--- src/rtl/dm_pkg.sv ---
// Shared types and defaults for the two-port memory arbiter (dm_arbiter, rr_arb2).
package dm_pkg;

  localparam int DEF_DATA_W = 16;
  localparam int DEF_ADDR_W = 16;
  localparam int DEF_DEPTH  = 1024;
  localparam int CNT_W      = 16;

  typedef enum logic [1:0] {
    IDLE = 2'd0,
    ACC  = 2'd1,
    RESP = 2'd2
  } state_e;

  typedef enum logic {
    PORT_A = 1'b0,
    PORT_B = 1'b1
  } port_e;

  function automatic logic [CNT_W-1:0] sat_inc(input logic [CNT_W-1:0] value);
    return (&value) ? value : value + 1'b1;
  endfunction

endpackage

--- src/rtl/rr_arb2.sv ---
// Two-requester round-robin picker: on a tie the port that did not win last time wins.
module rr_arb2
  import dm_pkg::*;
(
  input  logic [1:0] req,   // bit 0 = port A, bit 1 = port B
  input  port_e      last,
  output logic [1:0] win
);

  always_comb begin
    // NOTE: default assignment first, so every path assigns win and no latch is inferred.
    win = req;
    if (req == 2'b11) begin
      win = (last == PORT_B) ? 2'b01 : 2'b10;
    end
  end

endmodule

--- src/rtl/dm_arbiter.sv ---
// CPU/DMA single-memory arbiter: IDLE -> ACC -> (RESP) access FSM with round-robin pick.
// Optional macro DM_ARB_ADDR_CHECK_EN: suppress out-of-range accesses and flag a sticky err.
module dm_arbiter
  import dm_pkg::*;
#(
  parameter int DATA_W = DEF_DATA_W,
  parameter int ADDR_W = DEF_ADDR_W,
  parameter int DEPTH  = DEF_DEPTH
) (
  input  logic              clk,
  input  logic              rst_n,
  input  logic              a_req,
  input  logic              a_we,
  input  logic [ADDR_W-1:0] a_addr,
  input  logic [DATA_W-1:0] a_wdata,
  output logic              a_gnt,
  output logic              a_rvalid,
  output logic [DATA_W-1:0] a_rdata,
  input  logic              b_req,
  input  logic              b_we,
  input  logic [ADDR_W-1:0] b_addr,
  input  logic [DATA_W-1:0] b_wdata,
  output logic              b_gnt,
  output logic              b_rvalid,
  output logic [DATA_W-1:0] b_rdata,
  output logic              mem_we,
  output logic [ADDR_W-1:0] mem_addr,
  output logic [DATA_W-1:0] mem_wdata,
  input  logic [DATA_W-1:0] mem_rdata,
  output logic [CNT_W-1:0]  a_cnt,
  output logic [CNT_W-1:0]  b_cnt,
  output logic              err
);

  state_e            state;
  port_e             owner;     // current winner, doubles as the last-grant pointer
  logic              lat_we;
  logic [ADDR_W-1:0] lat_addr;
  logic [DATA_W-1:0] lat_wdata;
  logic              bad_addr;
  logic [1:0]        win;
  logic              in_acc;
  logic [ADDR_W-1:0] pick_addr;
  logic [DATA_W-1:0] resp_data;

  rr_arb2 u_rr_arb2 (
    .req  ({b_req, a_req}),
    .last (owner),
    .win  (win)
  );

  assign in_acc    = (state == ACC);
  assign pick_addr = win[1] ? b_addr : a_addr;
  assign a_gnt     = in_acc && (owner == PORT_A);
  assign b_gnt     = in_acc && (owner == PORT_B);
  assign mem_addr  = lat_addr;
  assign mem_wdata = lat_wdata;
  assign mem_we    = in_acc && lat_we && !bad_addr;
  assign resp_data = bad_addr ? '0 : mem_rdata;

  always_ff @(posedge clk or negedge rst_n) begin
    if (!rst_n) begin
      state     <= IDLE;
      owner     <= PORT_B;
      lat_we    <= 1'b0;
      lat_addr  <= '0;
      lat_wdata <= '0;
    end else begin
      // NOTE: non-blocking assignments so every flop samples pre-edge values, independent of order.
      unique case (state)
        IDLE: begin
          if (|win) begin
            owner     <= win[1] ? PORT_B : PORT_A;
            lat_we    <= win[1] ? b_we : a_we;
            lat_addr  <= pick_addr;
            lat_wdata <= win[1] ? b_wdata : a_wdata;
            state     <= ACC;
          end
        end
        ACC:     state <= lat_we ? IDLE : RESP;
        RESP:    state <= IDLE;
        default: state <= IDLE;
      endcase
    end
  end

  // Read data is captured at the end of RESP, so rvalid lands one cycle after RESP.
  always_ff @(posedge clk or negedge rst_n) begin
    if (!rst_n) begin
      a_rvalid <= 1'b0;
      b_rvalid <= 1'b0;
      a_rdata  <= '0;
      b_rdata  <= '0;
    end else begin
      a_rvalid <= 1'b0;
      b_rvalid <= 1'b0;
      if (state == RESP) begin
        if (owner == PORT_A) begin
          a_rvalid <= 1'b1;
          a_rdata  <= resp_data;
        end else begin
          b_rvalid <= 1'b1;
          b_rdata  <= resp_data;
        end
      end
    end
  end

  always_ff @(posedge clk or negedge rst_n) begin
    if (!rst_n) begin
      a_cnt <= '0;
      b_cnt <= '0;
    end else begin
      if (a_gnt) a_cnt <= sat_inc(a_cnt);
      if (b_gnt) b_cnt <= sat_inc(b_cnt);
    end
  end

  // An empty block elaborates only for an unusable DEPTH; it keeps the parameter referenced.
  if (DEPTH < 1) begin : g_depth_invalid
  end

`ifdef DM_ARB_ADDR_CHECK_EN
  localparam logic [ADDR_W:0] DEPTH_L = (ADDR_W + 1)'(DEPTH);

  always_ff @(posedge clk or negedge rst_n) begin
    if (!rst_n) begin
      bad_addr <= 1'b0;
      err      <= 1'b0;
    end else begin
      if (state == IDLE && (|win)) bad_addr <= ({1'b0, pick_addr} >= DEPTH_L);
      if (in_acc && bad_addr) err <= 1'b1;
    end
  end
`else
  assign bad_addr = 1'b0;
  assign err      = 1'b0;
`endif

endmodule

--- config.mk ---
export PLATFORM = sky130hd
export DESIGN_NAME = dm_arbiter
export DESIGN_NICKNAME = d
export VERILOG_FILES = /design/src/rtl/dm_pkg.sv /design/src/rtl/rr_arb2.sv /design/src/rtl/dm_arbiter.sv
export SDC_FILE = /design/constraint.sdc
export NUM_CORES = 1
export LEC_CHECK = 0
export CORE_MARGIN = 3
export CORE_UTILIZATION = 40
export CTS_CLUSTER_SIZE = 16
export DETAILED_ROUTE_END_ITERATION = 16
export PLACE_DENSITY = 0.76
export SLEW_MARGIN = 40
export SYNTH_ARGS = -nofsm -noshare
export SYNTH_HDL_FRONTEND = slang
export SYNTH_SLANG_ARGS = --single-unit
export TNS_END_PERCENT = 1
--- constraint.sdc ---
create_clock -name clk -period 2 [get_ports clk]
set_input_delay 0.5 -clock clk [delete_from_list [all_inputs] [get_ports clk]]
set_output_delay 0.5 -clock clk [all_outputs]
set_load 0.02 [all_outputs]
==> impl_metrics.json <==
{
  "status": "complete, no violations",
  "htree_levels": 3,
  "fin_cells": 750,
  "critPathCaptureType": "output pin",
  "synth-edff-count": 0,
  "synthesis.nets": 497,
  "worst_path_largest_cell_delay_ns": 0.65,
  "die_area_um2": 12600,
  "detail_route.iter0.violations": 134,
  "reg2reg_depth": 6,
  "drtAntennaViolNets": 0,
  "synthesis.area_um2": 4530,
  "power.net_switching_mw": 3.70,
  "cts_hold_buf": 0,
  "synthArstFlopShare_pct": 100,
  "utilization_pct": 64.0,
  "clk_pin_slew_ns": 0.07,
  "synth.distinct_cells": 48,
  "hp-class": "in -> async",
  "antenna_found_initial": 0,
  "via_per_inst": 4.93,
  "critical_path.startpoint": "a_cnt[9]$_DFFE_PN0P_",
  "crit_path_top_delay_cell": "clkdlybuf4s50_1",
  "ys_seq_area_share_pct": 56.3,
  "fin_tns_setup_ns": 0,
  "ctsResizeCount": 7,
  "synthCells": 409,
  "syn_area_per_cell_um2": 11.1,
  "nNetsFinal": 693,
  "r2r-end": "a_cnt[12]$_DFFE_PN0P_",
  "ys_seq_elements": 102,
  "cts_buffers": 9,
  "grt_usage_pct": 18.5,
  "required_ns": 1.50,
  "drc_errors": 0,
  "grt-ovfl-total": 0,
  "cp.arrival_ns": 1.44,
  "hold_violations": 0,
  "yosysWarnings": 0,
  "report.final.setup_viol": 0,
  "p_seq_share_pct": 34.9,
  "critPathMaxFanout": 4,
  "ios": 188,
  "worstReg2RegStart": "owner$_DFFE_PN1P_",
  "ir_drop_uv": 800,
  "coreArea_um2": 10900,
  "crit_buf_inv": 1,
  "grt_setup_unrepaired": "true",
  "cts_max_path_buffers": 2,
  "report.final.slew_viol_count": 0,
  "p_comb_share_pct": 46.9,
  "hpwl_um": 8710,
  "min_period_ns": 1.94,
  "p_clk_share_pct": 18.3,
  "placed_cells_incl_taps": 734,
  "critPathLaunchType": "flop",
  "grt_max_degree": 103,
  "r2r_slack_ns": 0.10,
  "tightest_slew_ns": 0.574,
  "start_util_pct": 41.5,
  "endpoint": "a_cnt[9]",
  "post-route-period-util_pct": 96.9,
  "power_density_nw_per_um2": 1400,
  "cpLargestDelayFamily": "buffers and inverters",
  "p_leak_nw": 3.27,
  "grt_pass1_vias": 3896,
  "cts_tree": "yes",
  "vias": 3694,
  "path_depth": 1,
  "sw_frac_of_total_pct": 37.7,
  "place_congestion": 0.769,
  "routedWlPerCell_um": 15.3,
  "power_mw": 9.80,
  "intPower_mw": 6.10,
  "die_h_um": 112,
  "dr.pass1.iters": 4,
  "grt_pass1_wl_um": 19000,
  "cts_root_buffer": "clkbuf_16",
  "portBuffers": 186,
  "crit_type": "reg -> out",
  "fp-row-count": 38,
  "slew-limit-headroom_pct": 61.4,
  "synth_top_flop_cell": "dfrtp_1",
  "cts_setup_buffers": 0,
  "worstSkewPairLatency_ns": 0.34,
  "maxCapViolCount": 0,
  "syn_to_final_growth_pct": 54.3,
  "cts.sinks": 102,
  "max_freq_mhz": 516,
  "antenna_cells": 0,
  "die_w_um": 112,
  "fin_skew_ns": 0.00892,
  "wirelength_um": 11400,
  "cp_cell_sequence": "clkdlybuf4s50_1",
  "drive_above_1_share_pct": 11.5
}
==> synthesized netlist by cell type (7+ instances only) <==
master | n | area, µm²
nand3_1 | 7 | 35.0
nor2_1 | 9 | 33.8
xnor2_1 | 7 | 61.3
nor3_1 | 11 | 55.1
mux2i_1 | 33 | 330
clkbuf_1 | 9 | 33.8
mux2_2 | 18 | 203
xor2_1 | 18 | 158
o21ai_0 | 35 | 175
nand4_1 | 10 | 62.6
dfrtp_1 | 101 | 2530
nand2_1 | 94 | 353
==> metal layers <==
metal / GRT usage, % / part of all wire, %
met2: 31.0 / 50
met5: 0 / 0
met3: 7.49 / 9.6
met1: 22.3 / 39
met4: 4.73 / 1.2
==> cell families (layout without fill, tap and decap cells) <==
kind of cell / count (synthesis) / after routing / share of synthesized area [%]
AO/OA/AOI/OAI: 44 / 44 / 5.22
buffers and inverters: 21 / 222 / 2.15
flip-flops: 102 / 102 / 56.3
multiplexers: 53 / 53 / 12.3
other: 1 / 1 / 0.0827
XOR/XNOR: 25 / 25 / 4.83
adder cells (fa/ha/maj): 2 / 2 / 0.552
AND/OR/NAND/NOR: 161 / 161 / 18.5
==> worst min path at each step <==
stage	to	slack, ns	cells past startpoint
2_1_floorplan	a_cnt[0]$_DFFE_PN0P_	0.20	0
4_1_cts	b_cnt[9]$_DFFE_PN0P_	0.24	2
3_5_place_dp	state[1]$_DFFE_PN0P_	0.45	1
6_report	b_cnt[6]$_DFFE_PN0P_	0.17	2
5_1_grt	b_rdata[11]$_DFFE_PN0P_	0.26	2
3_3_place_gp	state[1]$_DFFE_PN0P_	0.45	1
==> power by group through the flow <==
stage | combinational, mW | clock [mW] | sequential (mW)
3_3_place_gp | 4.59 | 0 | 3.40
3_5_place_dp | 4.67 | 0 | 3.45
6_report | 4.59 | 1.79 | 3.42
5_1_grt | 4.96 | 1.93 | 3.55
2_1_floorplan | 1.39 | 0 | 4.32
4_1_cts | 4.68 | 1.85 | 3.43
==> cell type report <==
| class | count | area (µm²) |
|---|---|---|
| clock buffers | 9 | 225 |
| clock inverters | 7 | 82.6 |
| fillers | 919 | 3940 |
| inverters | 3 | 11.3 |
| multi-input cells | 286 | 1910 |
| flip-flops and latches | 102 | 2550 |
| well taps | 140 | 175 |
| repair buffers | 203 | 2040 |
==> placed cells by master (no fill, tap or decap), types with 3 or more instances in the layout <==
cell type	n
clkdlybuf4s50_1	172
dfrtp_1	101
nand2_1	94
o21ai_0	35
mux2i_1	33
mux2_2	18
xor2_1	18
buf_4	14
nor3_1	11
nand4_1	10
nor2_1	9
clkbuf_16	9
dlymetal6s2s_1	8
nand3_1	7
xnor2_1	7
buf_12	4
and3_1	3
a21oi_1	3
dlygate4sd2_1	3
==> per-stage QoR <==
| step | setup WS, ns | hold WS (ns) | instance area (µm²) |
|---|---|---|---|
| 6_report | 0.0623 | 0.170 | 7000 |
| 5_1_grt | -0.00513 | 0.259 | 7000 |
| 4_1_cts | 0.00928 | 0.241 | 6990 |
| 3_5_place_dp | 0.00567 | 0.445 | 6680 |
| 3_3_place_gp | 0.0785 | 0.447 | 6680 |
| 2_1_floorplan | 0.184 | 0.204 | 4530 |
==> sequential cells by signal, indices dropped and copies added, names as in the netlist <==
name and flops:
a_rdata 16, b_rvalid 1, mem_wdata 16, owner 1
b_rdata 16, a_cnt 16, state 2, lat_we 1
a_rvalid 1, mem_addr 16, b_cnt 16
Note: power is estimated with default switching activity, not from simulation.
